$ cat config.mk
export PLATFORM = sky130hd
export DESIGN_NAME = intr_ctrl_flat
export DESIGN_NICKNAME = d
export VERILOG_FILES = /design/src/rtl/intr_ctrl_if.sv /design/src/rtl/intr_ctrl.sv /design/src/flat_wrapper.sv
export SDC_FILE = /design/constraint.sdc
export NUM_CORES = 1
export LEC_CHECK = 0
export CAP_MARGIN = 25
export CORE_AREA = 3 3 40 42
export DETAILED_ROUTE_END_ITERATION = 10
export DIE_AREA = 0 0 43 45
export DONT_BUFFER_PORTS = 1
export GPL_ROUTABILITY_DRIVEN = 0
export HOLD_SLACK_MARGIN = 0.03
export PLACE_DENSITY = 0.6
export SETUP_SLACK_MARGIN = 0.3
export SLEW_MARGIN = 20
export SYNTH_ARGS = -nofsm -noshare
export SYNTH_HDL_FRONTEND = slang
export SYNTH_SLANG_ARGS = --single-unit
$ cat constraint.sdc
create_clock -name clk -period 4.35 [get_ports clk]
set_clock_uncertainty 0.1 [all_clocks]
set_input_delay 1.0875 -clock clk [delete_from_list [all_inputs] [get_ports clk]]
set_output_delay 1.0875 -clock clk [all_outputs]
set_load 0.005 [all_outputs]
$ cat src/rtl/intr_ctrl_if.sv
// Signal bundle between the interrupt sequencer and the core/CCR side.
// No valid/ready pairs here: every input strobe is single-cycle and qualified only by stall.
interface intr_ctrl_if;
  logic       irq_in;
  logic       instr_boundary;
  logic       stall;
  logic       rti_exec;
  logic       intr;
  logic       rti;
  logic       irq_ack;
  logic       vec_fetch;
  logic       in_isr;
  logic       irq_pend;
  logic       err_rti;
  logic [2:0] dbg_state;

  modport master (
    output irq_in, instr_boundary, stall, rti_exec,
    input  intr, rti, irq_ack, vec_fetch, in_isr, irq_pend, err_rti, dbg_state
  );

  modport slave (
    input  irq_in, instr_boundary, stall, rti_exec,
    output intr, rti, irq_ack, vec_fetch, in_isr, irq_pend, err_rti, dbg_state
  );
endinterface

$ cat src/rtl/intr_ctrl.sv
// Interrupt sequencer driving the CCR save (intr) and restore (rti) strobes.
// Define INTR_SYNC_EN to put a two-flop synchronizer in front of the irq edge detector.
module intr_ctrl #(
  parameter int unsigned VEC_CYCLES = 2
) (
  input  logic      clk,
  input  logic      rst,
  intr_ctrl_if.slave bus
);

  typedef enum logic [2:0] {
    IDLE   = 3'd0,
    ENTER  = 3'd1,
    VECTOR = 3'd2,
    ISR    = 3'd3,
    LEAVE  = 3'd4
  } state_e;

  localparam logic [3:0] VEC_LAST = 4'(VEC_CYCLES - 1);

  state_e     state_q;
  logic [3:0] cnt_q;
  logic       prev_q;
  logic       pend_q;
  logic       err_q;
  logic       req;
  logic       edge_det;
  logic       rti_ok;

`ifdef INTR_SYNC_EN
  logic sync1_q;
  logic sync2_q;

  always_ff @(posedge clk or negedge rst) begin
    if (!rst) begin
      sync1_q <= 1'b0;
      sync2_q <= 1'b0;
    end else begin
      sync1_q <= bus.irq_in;
      sync2_q <= sync1_q;
    end
  end

  assign req = sync2_q;
`else
  assign req = bus.irq_in;
`endif

  assign edge_det = req & ~prev_q;
  assign rti_ok   = bus.rti_exec & ~bus.stall;

  always_ff @(posedge clk or negedge rst) begin
    if (!rst) begin
      state_q <= IDLE;
      cnt_q   <= '0;
      prev_q  <= 1'b0;
      pend_q  <= 1'b0;
      err_q   <= 1'b0;
    end else begin
      prev_q <= req;
      // A new edge arriving in ENTER keeps the request pending for re-entry.
      pend_q <= edge_det | (pend_q & (state_q != ENTER));
      if (state_q == IDLE && rti_ok) err_q <= 1'b1;
      case (state_q)
        IDLE: begin
          if (pend_q & bus.instr_boundary & ~bus.stall) state_q <= ENTER;
        end
        ENTER: begin
          cnt_q   <= '0;
          state_q <= VECTOR;
        end
        VECTOR: begin
          cnt_q <= cnt_q + 4'd1;
          if (cnt_q == VEC_LAST) state_q <= ISR;
        end
        ISR: begin
          if (rti_ok) state_q <= LEAVE;
        end
        LEAVE: begin
          state_q <= IDLE;
        end
        default: begin
          state_q <= IDLE;
        end
      endcase
    end
  end

  assign bus.intr      = (state_q == ENTER);
  assign bus.irq_ack   = (state_q == ENTER);
  assign bus.vec_fetch = (state_q == VECTOR);
  assign bus.in_isr    = (state_q == ISR);
  assign bus.rti       = (state_q == LEAVE);
  assign bus.irq_pend  = pend_q;
  assign bus.err_rti   = err_q;
  assign bus.dbg_state = state_q;

endmodule

$ cat src/flat_wrapper.sv
// flat-port wrapper written by rule: the top's interface ports become plain ports
module intr_ctrl_flat 
#(
  parameter int unsigned VEC_CYCLES = 2
)
  (clk, rst, bus_irq_in, bus_instr_boundary, bus_stall, bus_rti_exec, bus_intr, bus_rti, bus_irq_ack, bus_vec_fetch, bus_in_isr, bus_irq_pend, bus_err_rti, bus_dbg_state);
  intr_ctrl_if bus_i ();
  input  logic clk;
  input  logic rst;
  input wire logic [$bits(bus_i.irq_in)-1:0] bus_irq_in;
  input wire logic [$bits(bus_i.instr_boundary)-1:0] bus_instr_boundary;
  input wire logic [$bits(bus_i.stall)-1:0] bus_stall;
  input wire logic [$bits(bus_i.rti_exec)-1:0] bus_rti_exec;
  output wire logic [$bits(bus_i.intr)-1:0] bus_intr;
  output wire logic [$bits(bus_i.rti)-1:0] bus_rti;
  output wire logic [$bits(bus_i.irq_ack)-1:0] bus_irq_ack;
  output wire logic [$bits(bus_i.vec_fetch)-1:0] bus_vec_fetch;
  output wire logic [$bits(bus_i.in_isr)-1:0] bus_in_isr;
  output wire logic [$bits(bus_i.irq_pend)-1:0] bus_irq_pend;
  output wire logic [$bits(bus_i.err_rti)-1:0] bus_err_rti;
  output wire logic [$bits(bus_i.dbg_state)-1:0] bus_dbg_state;
  assign bus_i.irq_in = bus_irq_in;
  assign bus_i.instr_boundary = bus_instr_boundary;
  assign bus_i.stall = bus_stall;
  assign bus_i.rti_exec = bus_rti_exec;
  assign bus_intr = bus_i.intr;
  assign bus_rti = bus_i.rti;
  assign bus_irq_ack = bus_i.irq_ack;
  assign bus_vec_fetch = bus_i.vec_fetch;
  assign bus_in_isr = bus_i.in_isr;
  assign bus_irq_pend = bus_i.irq_pend;
  assign bus_err_rti = bus_i.err_rti;
  assign bus_dbg_state = bus_i.dbg_state;
  intr_ctrl #(.VEC_CYCLES(VEC_CYCLES)) u_core (.clk(clk), .rst(rst), .bus(bus_i));
endmodule
==> impl_summary.log <==
[metrics] result of the run: finished clean
[metrics] count of buffers from port buffering: 0
[metrics] Post-Synth XOR/XNOR Area: 0%
[metrics] class of the tightest hold or removal check: flop to flop
[metrics] area overhead of the layout relative to synthesis: 9.16%
[metrics] number of nets in the finished design: 58
[metrics] final critical-path share of the clock period: 60.0%
[metrics] proportion of power drawn by combinational gates: 30.3%
[metrics] least setup slack across all paths after layout: about 1.7 ns
[metrics] Setup WS pre-CTS: between 2 and 2.5 ns
[metrics] slowest library cell on the worst path: or3b_2
[metrics] Row Count: 13
[metrics] via total after detailed routing: between 300 and 400
[metrics] number of vias per cell: 4.95
[metrics] Synth cell types: 21
[metrics] number of warnings reported in the yosys synthesis log: 0
[metrics] headroom to the max-slew limit: between 80% and 90%
[metrics] Data arrival, critical path: roughly 1.4 ns
[metrics] post-synthesis instance total: 47
[metrics] maximum vdd ir drop: between 0.2 and 0.25 mV
[metrics] area taken by flip-flops and latches: ~250 um2
[metrics] number of buffers on the longest clock path: 2
[metrics] sequential power share: around 48%
[metrics] Die Y: about 45 um
[metrics] maximum capacitance violations: 0
[metrics] Synth Area in Adders: 5.24%
[metrics] path type of the worst setup path: flop to output pin
[metrics] compound-gate portion of the synthesized area: under 10%
[metrics] half-perimeter wire length of the detailed placement result: roughly 670 um
[metrics] Hold Fails Final Rpt: 0
[metrics] fraction of the mapped netlist area in simple logic gates: 24.3%
[metrics] Max Fclk: 383 MHz
[metrics] Crit path buffers/inverters: 1
[metrics] net switching component of the power: roughly 0.13 mW
[metrics] synthesized area per cell: a little over 10 um2
[metrics] Worst Tran Pin Value: about 0.26 ns
[metrics] Detailed Route WL: around 800 um
[metrics] average wire per standard cell: around 13 um
[metrics] count of cells resized by post-cts repair: 0
[metrics] total DRC errors in the routed layout: 0
[metrics] sw frac: a little under two fifths
[metrics] fraction of synthesized area in multiplexers: about 4.2%
[metrics] total negative slack: 0 ns
[metrics] Clk pwr share: roughly 22%
[metrics] First DRT Iteration DRCs: 0
[metrics] setup repair after global routing missed its margin: false
[metrics] CTS hold repair buffers: 0
[metrics] io pins: 16
[metrics] root cell of the clock tree: clkbuf_4
[metrics] All-Layer GR Usage: a little under a tenth
[metrics] critical path cell sequence: or3b_2, inv_1
[metrics] multi-input gate area in the final layout: ~200 um2
[metrics] number of antenna violations at the first check in global routing: 0
[metrics] Die Footprint: ~0.0019 mm2
[metrics] area inside the core boundary: roughly 0.0013 mm2
[metrics] total congestion overflow: 0
[metrics] portion of the post-synthesis area used by sequential elements: between 50% and 60%
[metrics] length of the first detailed-routing pass in iterations: 1
[metrics] clock transition time at the flip-flop clock pins of the worst setup and hold paths: 0.06 ns
[metrics] power density over cell area: ~700 mW/mm2
[metrics] fraction of layout instances using a drive strength above 1: 16.3%
[metrics] TritonCTS buffer count: 3
[metrics] data required time at the worst endpoint: 3.16 ns
[metrics] depth of the CTS H-tree: 1
[metrics] CP startpoint kind: flop
[metrics] Ant. Diodes: 0
[metrics] wire length of the first global-routing pass: approximately 1300 um
[metrics] Leakage: roughly 0.27 nW
[metrics] total count of max-transition violations in the final report: 0
[metrics] final standard cell utilization of the core: between 40% and 50%
[metrics] crit-path max cell delay: approximately 0.56 ns
[metrics] largest driver fanout on the critical path: 9
[metrics] fill cell count: between 100 and 150
[metrics] setup violators final: 0
[metrics] Internal: roughly 0.23 mW
[metrics] synthesized flop and latch total: 10
[metrics] CTS Sinks: 10
[metrics] CTS tree: built
[metrics] number of global-route vias before repair: 320
[metrics] post-synth design cell area: 478 um2
[metrics] Post-CTS Repair Setup Buffers: 0
[metrics] largest net degree at the start of global routing: 11
[metrics] starting density of the core: between 30% and 40%
[metrics] clock latency on the worst-skew pair: around 0.25 ns
[metrics] minimum period implied by the final worst setup slack: roughly 2.6 ns
[metrics] Routed Antenna Nets: 0
[metrics] Worst Setup End Kind: output pin
[metrics] gate family responsible for the most delay along the worst path: simple AND/OR/NAND/NOR gates
[metrics] Die X-Extent: 43 um
[metrics] main combinational cell family by area after synthesis: simple AND/OR/NAND/NOR gates
[metrics] net count after synthesis: 55
-- registers in the layout, summed over array words and instances, names as in the netlist --
signal	cells
u_core.bus.err_rti	1
u_core.bus.dbg_state	3
u_core.cnt_q	4
u_core.prev_q	1
u_core.bus.irq_pend	1
-- area by class of cell --
type                            instances  share of cell area, %
Clock buffer                            4                   6.95
Multi-Input combinational cell         31                   38.4
Sequential cell                        10                   48.0
Tap cell                               15                   3.60
Inverter                                4                   3.12
-- placed cells by master (no fill, tap or decap), types with 2 or more instances in the layout --
cell type	count
dfrtp_1	10
nand2_1	6
nor2_1	5
inv_1	3
o21ai_0	3
clkbuf_4	3
nor3_1	2
mux2i_1	2
nand3_1	2
ha_1	2
-- cells in the mapped netlist --
| library cell | count | area [um2] |
|---|---|---|
| a211oi_1 | 1 | 7.51 |
| a21o_1 | 1 | 7.51 |
| a311oi_1 | 1 | 8.76 |
| and2_1 | 1 | 6.26 |
| buf_4 | 1 | 7.51 |
| clkbuf_1 | 1 | 3.75 |
| clkinv_2 | 1 | 5.00 |
| dfrtp_1 | 10 | 250 |
| ha_1 | 2 | 25.0 |
| inv_1 | 3 | 11.3 |
| mux2i_1 | 2 | 20.0 |
| nand2_1 | 6 | 22.5 |
| nand2b_1 | 1 | 6.26 |
| nand3_1 | 2 | 10.0 |
| nand4_2 | 1 | 12.5 |
| nor2_1 | 5 | 18.8 |
| nor3_1 | 2 | 10.0 |
| nor4bb_1 | 1 | 10.0 |
| o21ai_0 | 3 | 15.0 |
| or3b_2 | 1 | 8.76 |
| or3b_4 | 1 | 11.3 |
-- power groups by stage --
stage / clock [mW] / sequential (mW) / combinational [mW]
after floorplan: 0 / 0.165 / 0.0973
after global placement: 0 / 0.177 / 0.114
after detailed placement: 0 / 0.178 / 0.115
after CTS: 0.0824 / 0.177 / 0.116
after global routing: 0.0865 / 0.184 / 0.126
final: 0.0794 / 0.176 / 0.111
-- metal layers --
metal  GRT usage, %  wire length (um)  vias up
met5              0                 0        -
met4           7.23                 0        0
met3           4.78                62        0
met2           13.8               376        8
met1           10.3               365      147
li1               -                 -      162
-- worst paths after layout --
path	from	to	slack (ns)	cells after the start
max in group asynchronous	rst	u_core.cnt_q[3]$_DFFE_PN0P_	3.66	0
setup reg to reg	u_core.bus.dbg_state[2]$_DFFE_PN0P_	u_core.cnt_q[3]$_DFFE_PN0P_	2.89	4
hold reg to reg	u_core.prev_q$_DFF_PN0_	u_core.bus.irq_pend$_DFF_PN0_	0.32	1
hold / removal	u_core.prev_q$_DFF_PN0_	u_core.bus.irq_pend$_DFF_PN0_	0.32	1
setup / recovery	u_core.bus.dbg_state[2]$_DFFE_PN0P_	bus_intr	1.74	2
min in group asynchronous	rst	u_core.bus.dbg_state[0]$_DFFE_PN0P_	0.42	0
-- worst reg2reg max path: cells and delay by family (launching register included) --
kind                   cells  cell delay [ns]
buffers and inverters      1             0.09
DFF                        1             0.47
muxes                      1             0.13
and+or+nand+nor            2             0.55
-- cell families after synthesis --
| family | Yosys count |
|---|---|
| AND/OR/NAND/NOR | 21 |
| adder cells (fa/ha/maj) | 2 |
| buffers and inverters | 6 |
| flip-flops | 10 |
| AO/OA/AOI/OAI | 6 |
| multiplexers | 2 |
-- through the flow --
stage	hold slack (ns)	power (mW)	cell area (um2)	cells
5_1_grt	0.356	0.397	522	64
6_report	0.321	0.366	522	64
3_5_place_dp	0.314	0.294	485	60
2_1_floorplan	0.300	0.263	478	47
4_1_cts	0.329	0.375	522	64
3_3_place_gp	0.303	0.291	485	60
(Power assumes the default switching activity.)
